**config.mk**
```make
export PLATFORM = sky130hd
export DESIGN_NAME = lsu
export DESIGN_NICKNAME = d
export VERILOG_FILES = /design/src/rtl/lsu_pkg.sv /design/src/rtl/lsu_align.sv /design/src/rtl/lsu.sv
export SDC_FILE = /design/constraint.sdc
export NUM_CORES = 1
export LEC_CHECK = 0
export ABC_AREA = 1
export CORE_MARGIN = 2
export CORE_UTILIZATION = 47
export DETAILED_ROUTE_END_ITERATION = 6
export PLACE_DENSITY = 0.91
export SLEW_MARGIN = 10
export SYNTH_ARGS = -nofsm -noshare
export SYNTH_HDL_FRONTEND = slang
export SYNTH_SLANG_ARGS = --single-unit
```
**constraint.sdc**
```tcl
create_clock -name clock -period 2 [get_ports clock]
set_input_delay 0.2 -clock clock [delete_from_list [all_inputs] [get_ports clock]]
set_output_delay 0.2 -clock clock [all_outputs]
set_load 0.01 [all_outputs]
```
**src/rtl/lsu_pkg.sv**
```systemverilog
// rtl/lsu_pkg.sv - shared types, width codes and alignment rules for the load/store unit
package lsu_pkg;

    typedef enum logic [2:0] {
        IDLE,
        RD,
        RWAIT,
        WR,
        FIN
    } state_t;

    localparam logic [2:0] F3_B  = 3'b000;
    localparam logic [2:0] F3_H  = 3'b001;
    localparam logic [2:0] F3_W  = 3'b010;
    localparam logic [2:0] F3_BU = 3'b100;
    localparam logic [2:0] F3_HU = 3'b101;

    // Stores only have signed-width codes; the unsigned ones are load-only.
    function automatic logic legal_f3(input logic is_store, input logic [2:0] f3);
        case (f3)
            F3_B, F3_H, F3_W: return 1'b1;
            F3_BU, F3_HU:     return !is_store;
            default:          return 1'b0;
        endcase
    endfunction

    function automatic logic misaligned(input logic [2:0] f3, input logic [1:0] lo);
        return ((f3 == F3_H || f3 == F3_HU) && lo[0]) || (f3 == F3_W && lo != 2'b00);
    endfunction

endpackage

```
**src/rtl/lsu_align.sv**
```systemverilog
// rtl/lsu_align.sv - load lane select/extend and store lane merge (combinational)
module lsu_align
    import lsu_pkg::*;
(
    input  logic [2:0]  funct3,
    input  logic [1:0]  lane,
    input  logic [31:0] rdata,
    input  logic [31:0] wdata,
    output logic [31:0] load_ext,
    output logic [31:0] merged
);

    logic [4:0]  sh;
    logic [31:0] shifted;
    logic [31:0] mask;

    always_comb begin
        sh       = {lane, 3'b000};
        shifted  = rdata >> sh;
        load_ext = rdata;
        case (funct3)
            F3_B:    load_ext = {{24{shifted[7]}}, shifted[7:0]};
            F3_H:    load_ext = {{16{shifted[15]}}, shifted[15:0]};
            F3_BU:   load_ext = {24'h000000, shifted[7:0]};
            F3_HU:   load_ext = {16'h0000, shifted[15:0]};
            default: load_ext = rdata;
        endcase

        // Only the addressed lanes take the new data; the rest keep the read word.
        case (funct3)
            F3_B:    mask = 32'h0000_00FF << sh;
            F3_H:    mask = 32'h0000_FFFF << sh;
            default: mask = 32'hFFFF_FFFF;
        endcase
        merged = (rdata & ~mask) | ((wdata << sh) & mask);
    end

endmodule

```
**src/rtl/lsu.sv**
```systemverilog
// rtl/lsu.sv - load/store unit FSM with read-modify-write sub-word stores
module lsu
    import lsu_pkg::*;
#(
    parameter int AW = 5
) (
    input  logic        clock,
    input  logic        reset,
    input  logic        req,
    input  logic        isStore,
    input  logic [2:0]  funct3,
    input  logic [31:0] rs1val,
    input  logic [11:0] imm,
    input  logic [31:0] storeData,
    output logic        ready,
    output logic        done,
    output logic        fault,
    output logic [31:0] loadData,
    output logic        ramR,
    output logic        ramW,
    output logic [31:0] ramAddr,
    output logic [31:0] ramDataW,
    input  logic [31:0] ramDataR
);

    state_t      state, state_nx;
    logic [31:0] ea_d;
    logic        bad_d;
    logic        sw_d;
    logic [1:0]  lane_q;
    logic [2:0]  f3_q;
    logic        st_q;
    logic [31:0] sdata_q;
    logic [31:0] load_ext;
    logic [31:0] merged;

    assign ea_d  = rs1val + {{20{imm[11]}}, imm};
    assign bad_d = !legal_f3(isStore, funct3) || misaligned(funct3, ea_d[1:0]);
    assign sw_d  = isStore && funct3 == F3_W;

    lsu_align u_align (
        .funct3   (f3_q),
        .lane     (lane_q),
        .rdata    (ramDataR),
        .wdata    (sdata_q),
        .load_ext (load_ext),
        .merged   (merged)
    );

    always_ff @(posedge clock) begin
        if (reset) state <= IDLE;
        else       state <= state_nx;
    end

    always_comb begin
        state_nx = state;
        case (state)
            IDLE: begin
                if (req) begin
                    if (bad_d)     state_nx = FIN;
                    else if (sw_d) state_nx = WR;
                    else           state_nx = RD;
                end
            end
            RD:      state_nx = RWAIT;
            RWAIT:   state_nx = st_q ? WR : FIN;
            WR:      state_nx = FIN;
            FIN:     state_nx = IDLE;
            default: state_nx = IDLE;
        endcase
    end

    always_comb begin
        ready = (state == IDLE);
        done  = (state == FIN);
        ramR  = (state == RD);
        ramW  = (state == WR);
    end

    always_ff @(posedge clock) begin
        if (reset) begin
            lane_q   <= 2'b00;
            f3_q     <= 3'b000;
            st_q     <= 1'b0;
            sdata_q  <= 32'h0;
            fault    <= 1'b0;
            loadData <= 32'h0;
            ramAddr  <= 32'h0;
            ramDataW <= 32'h0;
        end else begin
            case (state)
                IDLE: begin
                    if (req) begin
                        lane_q  <= ea_d[1:0];
                        f3_q    <= funct3;
                        st_q    <= isStore;
                        sdata_q <= storeData;
                        fault   <= bad_d;
                        ramAddr <= 32'(ea_d[AW+1:2]);
                        if (sw_d) ramDataW <= storeData;
                    end
                end
                RWAIT: begin
                    if (st_q) ramDataW <= merged;
                    else      loadData <= load_ext;
                end
                default: ;
            endcase
        end
    end

endmodule

```
==> results_dict.tcl, run 1 <==
set metrics [dict create \
    outcome "finished, final reports clean" \
    power_frac_seq_pct 41.2 \
    first_pass_iters 5 \
    timing.hold.ws_ns 0.422 \
    power_frac_clock_pct 27.0 \
    drive_gt1_share_pct 6.85 \
    place_area_sq_um 8260 \
    p_leak_nw 3.91 \
    p_int_mw 4.10 \
    cts_buffers 9 \
    cp_max_fo 4 \
    start_util_pct 48.1 \
    syn_inst 1048 \
    synth_area_sq_um 6680 \
    grt_pass1_wl_um 30700 \
    synth_edf_count 0 \
    pwr-share-comb_pct 31.8 \
    synth_cell_types 36 \
    clkTransAtPathRegs_ns 0.07 \
    grt_antenna_before_repair 0 \
    synth.area.top_cells "dfxtp_1 33%, nand2_1 16%, inv_1 8.0%" \
    cp_data_required_time_ns 1.80 \
    dp_slack_ns 0.0230 \
    yosys-top-cells-count "280 x nand2_1, 142 x inv_1, 111 x dfxtp_1, 99 x a21oi_1, 96 x o21ai_0" \
    vdd_drop_max_v 0.000461 \
    avgSynthCellArea_sq_um 6.38 \
    overflow 0 \
    dieArea_sq_um 15200 \
    die_height_um 123 \
    period_needed_ns 1.90 \
    dr_total_vias 6976 \
    yosysSeqAreaShare_pct 33.3 \
    postSynth.asyncResetShare_pct 0 \
    grt_max_degree 56 \
    setup_ws_ns 0.100 \
    dp_hpwl_um 14900 \
    cts_tree "done" \
    clock_sinks 111 \
    via_per_inst 5.12 \
    power_density_nw_per_um2 727 \
    arrival_ns 1.70 \
    syn_to_final_growth_pct 28.0 \
    ys_seq_elements 111 \
    switchingPower_mw 2.11 \
    routed_wl_um 19700 \
    yosys_most_used_dff "dfxtp_1" \
    fin_area_sq_um 8550 \
    hp-class "primary input to flip-flop" \
    hold_viol 0 \
    antenna_left 0 \
    yosysMostFrequentCell "nand2_1" \
    setup_viol 0 \
    fin_nets 1301 \
    worstSetupPathType "flip-flop to output pin" \
    route.detailed.drc 0 \
    skew_ns 0.00867 \
    die_w_um 123 \
    swShare_pct 34.0 \
    slew_violations 0 \
    maxCapViolCount 0 \
    core_sq_um 13900 \
    power.total_mw 6.21 \
    antenna_cells 0 \
    h-tree-depth 3 \
    drt_iter0_drc 414 \
    final.period_utilization_pct 95.0 \
    fp-row-count 43 \
    startpoint_type "flip-flop" \
    drt-wirelength-per-cell_um 14.4 \
    gr-usage-all-layers_pct 25.8 \
    yosysTopAreaCell "dfxtp_1" \
    clockRootBuffer "clkbuf_16" \
    final_util_pct 61.6 \
    clockBufferDepth 2 \
    place_congestion 0.949 \
    hold_buffers 0 \
    timing.fmax_mhz 526 \
    cp-end-kind "output pin" \
    io_buffers 158 \
    synth_top_area_share_pct 33.3 \
    grt_pass1_vias 6339 \
    io-pin-count 216 \
    worst_skew_pair.late_latency_ns 0.35 \
    yosys_warnings 0 \
]
[state kept, by name, indices dropped and copies added, names as in the netlist]
register / flops
f3_q: 3
fault: 1
lane_q: 2
loadData: 32
ramAddr: 5
ramDataW: 32
sdata_q: 32
st_q: 1
state: 3
[metrics by stage]
stage,setup TNS [ns],std cells
6_report,0,1363
5_1_grt,-0.0145,1363
4_1_cts,0,1360
3_5_place_dp,0,1345
3_3_place_gp,0,1345
2_1_floorplan,0,1074
[placed cells by master, fill, tap and decap left out, drive strengths merged, types with 12 or more instances in the layout]
cell type and n:
conb 27, inv 146, nand3 80, nand4 12, clkdlybuf4s50 158, dfxtp 111
o21a 19, a21oi 99, nor2 60, clkbuf 12, nand2 296, buf 24
o21ai 97
[critical path, cell delays in order (launching register included)]
cell	delay [ns]
dfxtp_1	0.38
inv_1	0.08
nor3_1	0.29
clkdlybuf4s50_1	0.61
[cells by family (layout without fill, tap and decap cells)]
kind of cell               count (synthesis)  in the layout  synth area share, %
AOI/OAI and AO/OA                        227            227                 18.2
xor gates and xnor gates                   3              3                0.393
adders and majority gates                  7              7                 1.42
buffers and inverters                    235            344                 16.4
DFF                                      111            111                 33.3
other                                      1             27               0.0561
and+or+nand+nor                          464            464                 30.3
[final cells by class]
class,instances,area (sq um)
Fill cell,1275,5330
Timing Repair Buffer,182,1810
Tap cell,180,225
Clock inverter,3,20.0
Inverter,147,563
Sequential cell,111,2220
Clock buffer,12,246
Multi-Input combinational cell,728,3460
[power by group through the flow]
stage                     combinational [mW]  sequential, mW  clock [mW]
final                                   1.97            2.56        1.68
after detailed placement                1.93            2.60           0
after global routing                    2.21            2.58        1.79
after CTS                               1.95            2.56        1.69
after global placement                  1.90            2.60           0
after floorplan                         1.23            2.61           0
[routing by layer]
| metal | global-route usage [%] | vias to the layer above | part of all wire (%) |
|---|---|---|---|
| met5 | 0 | - | 0 |
| met4 | 10.1 | 0 | 2.7 |
| met3 | 4.47 | 39 | 7.2 |
| met2 | 44.4 | 266 | 49 |
| met1 | 31.9 | 3147 | 42 |
| li1 | - | 3524 | - |
[what timing repair did]
item,CTS,global route
gates resized for setup,0,3
buffers inserted,0,3
endpoints found under the setup margin,0,12
[path summary, 6_finish.rpt]
check | cells past startpoint | to | from | slack (ns)
setup / recovery | 3 | ramW | state[1] | 0.10
hold / removal | 3 | sdata_q[16] | storeData[16] | 0.42
setup reg to reg | 9 | ramDataW[10] | state[2] | 0.12
hold reg to reg | 2 | sdata_q[13] | sdata_q[13] | 0.48
(Power assumes the default switching activity.)
==> run 2, diff against run 1 <==
--- a/config.mk
+++ b/config.mk
@@ -7,9 +7,10 @@
 export LEC_CHECK = 0
 export ABC_AREA = 1
 export CORE_MARGIN = 2
-export CORE_UTILIZATION = 47
+export CORE_UTILIZATION = 48
+export CTS_BUF_LIST = sky130_fd_sc_hd__clkbuf_4 sky130_fd_sc_hd__clkbuf_8
 export DETAILED_ROUTE_END_ITERATION = 6
-export PLACE_DENSITY = 0.91
+export PLACE_DENSITY = 0.93
 export SLEW_MARGIN = 10
 export SYNTH_ARGS = -nofsm -noshare
 export SYNTH_HDL_FRONTEND = slang
==> run 2 against run 1 <==
Effect of this change:
- clock power is 5% lower
- final cell count is 0.15% lower
- flip-flop and latch count is the same
- die area shrank 2.0%
- global-route usage increased by 0.20 points
- hold slack got worse by 0.043 ns
- power decreased by 1.6%
- via count shrank 2.0%
- largest power group unchanged
- maximum frequency grew 0.36%
- sequential power about the same
- clock-buffer cell count decreased by 1
==> results_dict.tcl, run 2 (synthesis results as in run 1) <==
set metrics [dict create \
    clockBufferDepth 2 \
    h-tree-depth 3 \
    dp.cells 1345 \
    grt_antenna_before_repair 0 \
    worstSetupPathType "flip-flop to output pin" \
    syn_to_final_growth_pct 27.4 \
    p_leak_nw 3.90 \
    hold_buffers 0 \
    hp-class "primary input to flip-flop" \
    antenna_cells 0 \
    dr_total_vias 6836 \
    grt_setup_unrepaired "true" \
    cts_buffers 9 \
    p_int_mw 4.01 \
    worst_skew_pair.late_latency_ns 0.39 \
    reg2reg_depth 8 \
    fp-row-count 43 \
    die_w_um 122 \
    power_density_nw_per_um2 719 \
    power.total_mw 6.12 \
    place_congestion 0.959 \
    final.period_utilization_pct 94.6 \
    final_cell_mix "280 x nand2_1, 158 x clkdlybuf4s50_1, 141 x inv_1" \
    outcome "finished, final reports clean" \
    cpPeakStageDelay_ns 0.54 \
    pwr-share-comb_pct 32.0 \
    startpoint_type "flip-flop" \
    final_cells 1361 \
    startpoint "state[2]" \
    dieArea_sq_um 14900 \
    r2r-end "ramDataW[5]" \
    io-pin-count 216 \
    start_util_pct 48.7 \
    clockRootBuffer "clkbuf_8" \
    overflow 0 \
    hold_viol 0 \
    die_height_um 122 \
    timing.rr.start "state[2]" \
    fin_nets 1298 \
    clock_sinks 111 \
    arrival_ns 1.69 \
    setup_tns_ns 0 \
    cts_tree "done" \
    place_area_sq_um 8260 \
    grt_pass1_vias 6282 \
    skew_ns 0.0186 \
    period_needed_ns 1.89 \
    cp_data_required_time_ns 1.80 \
    cp_slowest_cell "clkdlybuf4s50_1" \
    vdd_drop_max_v 0.000427 \
    setup_viol 0 \
    fin_area_sq_um 8510 \
    io_buffers 158 \
    drt-wirelength-per-cell_um 14.1 \
    route.detailed.drc 0 \
    dp_hpwl_um 14400 \
    gr-usage-all-layers_pct 26.0 \
    core_sq_um 13700 \
    antenna_left 0 \
    drive_gt1_share_pct 6.94 \
    power_frac_clock_pct 26.0 \
    first_pass_iters 5 \
    timing.fmax_mhz 528 \
    maxCapViolCount 0 \
    swShare_pct 34.4 \
    reg_top3 "loadData (32), ramDataW (32), sdata_q (32)" \
    power_frac_seq_pct 42.0 \
    endpoint "ready" \
    grt_max_degree 102 \
    slew_violations 0 \
    cp_max_fo 4 \
    grt_pass1_wl_um 30800 \
    rrSetupSlack_ns 0.23 \
    path_cells "nor2_1 > nand2_1 > inv_2 > clkdlybuf4s50_1" \
    clkTransAtPathRegs_ns 0.10 \
    final_common_cell "nand2_1" \
    drt_iter0_drc 556 \
    cp-end-kind "output pin" \
    switchingPower_mw 2.11 \
    via_per_inst 5.02 \
    fill_cells 1236 \
    routed_wl_um 19200 \
]
[run 2: cell types whose count changed in the layout (fill, tap and decap cells not counted), moves of 2 or more]
| cell | delta |
|---|---|
| clkinvlp_4 | -2 |
| bufinv_16 | +2 |
| clkbuf_8 | +10 |
| buf_4 | -3 |
| clkbuf_16 | -9 |
| clkbuf_1 | -2 |
[run 2: power groups by stage]
| stage | logic [mW] | clock network, mW | registers [mW] |
|---|---|---|---|
| 4_1_cts | 1.94 | 1.61 | 2.56 |
| 3_3_place_gp | 1.89 | 0 | 2.61 |
| 2_1_floorplan | 1.23 | 0 | 2.61 |
| 6_report | 1.96 | 1.59 | 2.57 |
| 5_1_grt | 2.20 | 1.69 | 2.59 |
| 3_5_place_dp | 1.92 | 0 | 2.61 |
[run 2: worst min-delay path by stage]
stage / slack (ns) / depth (start not counted) / start / to
after CTS: 0.38 / 3 / storeData[16] / sdata_q[16]
after floorplan: 0.33 / 2 / funct3[2] / f3_q[2]
after detailed placement: 0.46 / 2 / sdata_q[14] / sdata_q[14]
after global placement: 0.45 / 2 / sdata_q[12] / sdata_q[12]
after global routing: 0.38 / 3 / storeData[16] / sdata_q[16]
final: 0.38 / 3 / storeData[16] / sdata_q[16]
[run 2: final cells by class]
| type | instances | area [sq um] | area share, % |
|---|---|---|---|
| multi-input combinational | 728 | 3480 | 40.9 |
| sequential | 111 | 2220 | 26.1 |
| timing repair buffer | 179 | 1790 | 21.0 |
| inverter | 147 | 557 | 6.54 |
| tap | 180 | 225 | 2.65 |
| clock buffer | 11 | 151 | 1.78 |
| clock inverter | 5 | 87.6 | 1.03 |
[run 2: critical path: cells and delay by family, from the launching register on]
family                 cells  cell delay (ns)
flip-flops                 1             0.37
buffers and inverters      2             0.65
AND/OR/NAND/NOR            2             0.30
[run 2: routing by layer]
metal	GRT usage, %	share of wire, %	vias to the layer above
li1	-	-	3508
met1	33.4	43	3008
met2	43.8	47	288
met3	5.52	7.6	32
met4	7.47	2.2	0
met5	0	0	-
[run 2: metrics by stage]
step / hold slack [ns] / setup WS [ns] / utilization (%)
after detailed placement: 0.457 / 0.00216 / 60.2
final: 0.378 / 0.107 / 62.0
after global placement: 0.452 / 0.0837 / 60.2
after floorplan: 0.335 / 0.573 / -
after CTS: 0.375 / 0.0616 / 61.9
after global routing: 0.384 / -0.0157 / 62.0
[run 2: what timing repair did]
action	CTS	global route
gates resized for setup	0	3
setup buffers	0	0
endpoints found under the setup margin	0	14
==> RTL edit 1, RTL diff (config.mk and constraints of run 1) <==
Register the output `fault` once more, without a reset; this adds one clock of latency there. The other outputs are not delayed to match.
--- a/src/rtl/lsu.sv
+++ b/src/rtl/lsu.sv
@@ -23,4 +23,6 @@
     input  logic [31:0] ramDataR
 );
+
+    logic fault_s0;
 
     state_t      state, state_nx;
@@ -84,5 +86,5 @@
             st_q     <= 1'b0;
             sdata_q  <= 32'h0;
-            fault    <= 1'b0;
+            fault_s0 <= 1'b0;
             loadData <= 32'h0;
             ramAddr  <= 32'h0;
@@ -96,5 +98,5 @@
                         st_q    <= isStore;
                         sdata_q <= storeData;
-                        fault   <= bad_d;
+                        fault_s0 <= bad_d;
                         ramAddr <= 32'(ea_d[AW+1:2]);
                         if (sw_d) ramDataW <= storeData;
@@ -110,4 +112,8 @@
     end
 
+    always_ff @(posedge clock) begin
+        fault <= fault_s0;
+    end
+
 endmodule
 
Behaviour: not the same (a bounded check fails within 4 cycles, from zero or initial values and one cycle with reset high).
==> RTL edit 1 against run 1 <==
- critical path depth did not move
- area after synthesis rose by 0.30%
- setup slack got worse by 0.0091 ns
- register-to-register slack improved by 0.12 ns
- design area rose by 0.31%
- hold slack got worse by 0.063 ns
- sequential cell count rose by 1
- via count fell by 0.57%
- utilization rose by 0.19 points
- total power barely moved
- wire length fell by 1.1%
- sequential share of layout area rose by 0.17 points
- largest cell class unchanged
- highest routed layer unchanged
==> RTL edit 1: results (changes against run 1) <==
| Metric | Value |
|---|---|
| Status | completed |
| RR Startpoint | lane_q[0]$_SDFFE_PP0P_ |
| Pleak | 3.940 nW (+0.73%) |
| Hold path endpoint | fault$_DFF_P_ |
| Multi-input logic area | 0.003472 mm2 (+0.22%) |
| Commonest cells in the netlist | 280 x nand2_1, 142 x inv_1, 112 x dfxtp_1, 99 x a21oi_1, 96 x o21ai_0 |
| Signal buf overhead | 0.2129 (+0.001101) |
| Nets | 1304 (+0.23%) |
| Proportion of layout cells with a drive suffix above 1 | 0.06914 (+0.0006700) |
| CP startpoint | state[0]$_SDFFE_PP0P_ |
| Crit path max fanout | 3 (-1) |
| Clock Skew | 0.007023 ns (-0.001646 ns) |
| Max IR drop VDD | 0.0004594 V (-0.40%) |
| Initial drt markers | 519 (+25%) |
| Hold Crit Depth | 0 (-3) |
| Register share of total power | 0.417 (+0.005) |
| DR vias | 6936 (-0.57%) |
| Mean area per synthesized cell | 6.390 um2 (+0.20%) |
| Vias in the first global route | 6264 (-1.2%) |
| Total Wirelength | 19450 um (-1.1%) |
| Plain + repair buffers | 184 (+1.1%) |
| First-pass GRT wire length | 30970 um (+0.99%) |
| Sink Count | 112 (+0.90%) |
| Pwr dens | 724.0 mW/mm2 (-0.35%) |
| Clock Network Area Fraction | 0.02975 (-0.001408) |
| Largest net degree at the start of global routing | 55 (-1.8%) |
| Place WS | 0.02895 ns (+0.005974 ns) |
| Fillers | 1231 (-3.5%) |
| Power Total | 6.211 mW (about the same) |
==> RTL edit 1: worst reg2reg max path, stage by stage, from the launching register on <==
cell,delay [ns]
dfxtp_2,0.50
inv_6,0.11
nor2_4,0.26
nand2_1,0.26
nand2_2,0.22
nand4_1,0.11
nand3_1,0.12
a21oi_1,0.07
==> RTL edit 1: routing by layer <==
layer | wire length [um] | global-route usage | vias up
met4 | 530 | 0.1108 | 0
met2 | 9143 | 0.4179 | 290
li1 | - | - | 3529
met3 | 1319 | 0.04474 | 38
met5 | 0 | 0 | -
met1 | 8451 | 0.3391 | 3079
==> RTL edit 1: cells by family (layout without fill, tap and decap cells) <==
family / Yosys count / in the layout / synth area share
AND/OR/NAND/NOR: 464 / 464 / 0.3020
buffers and inverters: 235 / 346 / 0.1631
AO/OA/AOI/OAI: 227 / 227 / 0.1816
flip-flops: 112 / 112 / 0.3345
adder cells (fa/ha/maj): 7 / 7 / 0.01419
XOR/XNOR: 3 / 3 / 0.003921
other: 1 / 27 / 0.0005595
==> RTL edit 2, RTL diff (settings of run 1) <==
Made on the original files. `AW`: 5 -> 4.
--- a/src/rtl/lsu.sv
+++ b/src/rtl/lsu.sv
@@ -3,5 +3,5 @@
     import lsu_pkg::*;
 #(
-    parameter int AW = 5
+    parameter int AW = 4
 ) (
     input  logic        clock,
Formal check against the unedited RTL: not equivalent (Yosys sat finds a counterexample within 4 cycles, from zero or initial values and one cycle with reset high).
==> RTL edit 2 against run 1 <==
- setup slack better by 0.11 ns
- synthesized cell count is 0.95% lower
- hold slack better by 0.0030 ns
- sequential cell count is 1 lower
- design area is 1.9% lower
- clock power is 4% higher
- total power is 0.22% higher
- wire length is 0.49% lower
- area after synthesis is 1.8% lower
- largest cell class unchanged
- largest power group unchanged
==> RTL edit 2: results (changes against run 1) <==
| Metric | Value |
|---|---|
| GRT Total Usage | 0.2690 (+0.01148) |
| Reg2Reg Depth | 10 (+1) |
| Initial drt markers | 589 (+42%) |
| Adder-cell share of the synthesized area | 0.01258 (-0.001646) |
| Largest net degree at the start of global routing | 101 (+80%) |
| Worst EP arrival | 1.59 ns (-0.11 ns) |
| Seq/Total Area, Yosys | 0.3356 (+0.003036) |
| Vias per Instance | 5.189 (+1.4%) |
| Nets | 1286 (-1.2%) |
| Hold path endpoint | sdata_q[21]$_SDFFE_PP0P_ |
| Grt met2 use | 0.4424 (-0.001293) |
| Pleak | 3.849 nW (-1.6%) |
| Vias in the first global route | 6423 (+1.3%) |
| Crit path max fanout | 3 (-1) |
| Min-delay src | storeData[21] |
| Proportion of layout cells with a drive suffix above 1 | 0.05479 (-0.01368) |
| Clock Tree Root | clkbuf_16 |
| First-pass GRT wire length | 31580 um (+3.0%) |
| Comb power frac | 0.311 (-0.007) |
| Post-route setup slack | 0.2132 ns (+0.1127 ns) |
| Critical Path Max Stage Delay | 0.59 ns (-0.02 ns) |
| Max IR drop VDD | 0.0004386 V (-4.9%) |
| IO buf count | 155 (-1.9%) |
| Status | completed |
| Crit Reg-Reg Endpoint | loadData[24]$_SDFFE_PP0P_ |
| DR WL/cell | 14.51 um (+0.62%) |
| DPL Wire Length | 14840 um (-0.22%) |
| M1 wire length | 8419 um (+3.1%) |
| Clock Skew | 0.006360 ns (-0.002309 ns) |
| Netlist cell types | 39 (+8.3%) |
| CP startpoint | state[0]$_SDFFE_PP0P_ |
| Met1 usage | 0.3513 (+0.03244) |
| GR Layer Usage met3 | 0.05009 (+0.005352) |
| Setup slack, reg-to-reg | 0.23 ns (+0.11 ns) |
| Antenna violations before repair | 0 (unchanged) |
| Ranking of synthesized cells by area | dfxtp_1 34%, nand2_1 17%, inv_1 7.7%, a21oi_1 7.6%, o21ai_0 7.3% |
| Seq pwr | 2.55 mW (about the same) |
| Int Pwr | 4.128 mW (+0.65%) |
| Place WS | -0.01864 ns (-0.04162 ns) |
| Commonest cells in the netlist | 299 x nand2_1, 135 x inv_1, 110 x dfxtp_1, 100 x a21oi_1, 96 x o21ai_0 |
| RR Startpoint | lane_q[1]$_SDFFE_PP0P_ |
| Compound-Gate Fraction of Synth Area | 0.1956 (+0.01344) |
| Final GP Congestion | 1.006 (+5.9%) |
| Metal3 WL | 1559 um (+10%) |
| Post-synthesis xor/xnor area fraction | 0.002669 (-0.001263) |
RTL edit 2: stage by stage:
step | cell area (um2) | util | hold slack (ns) | instances
global route | 8388 | 0.6090 | 0.4348 | 1348
floorplan | 6664 | - | 0.3486 | 1065
detailed placement | 8110 | 0.5888 | 0.4692 | 1334
global placement | 8110 | 0.5888 | 0.4650 | 1334
finish | 8388 | 0.6090 | 0.4246 | 1348
CTS | 8388 | 0.6090 | 0.4185 | 1348
RTL edit 2: cell type report:
type                    instances  area (um2)
clock buffers                   9       225.2
clock inverters                 5       52.55
fillers                      1263        5385
inverters                     144       545.5
multi-input cells             722        3388
flip-flops and latches        110        2202
well taps                     180       225.2
repair buffers                178        1749
RTL edit 2: worst max-delay path: cells and delay by family, from the launching register on:
kind / cells / cell delay [ns]
buffers and inverters: 2 / 0.65
flip-flops: 1 / 0.36
AND/OR/NAND/NOR: 1 / 0.23
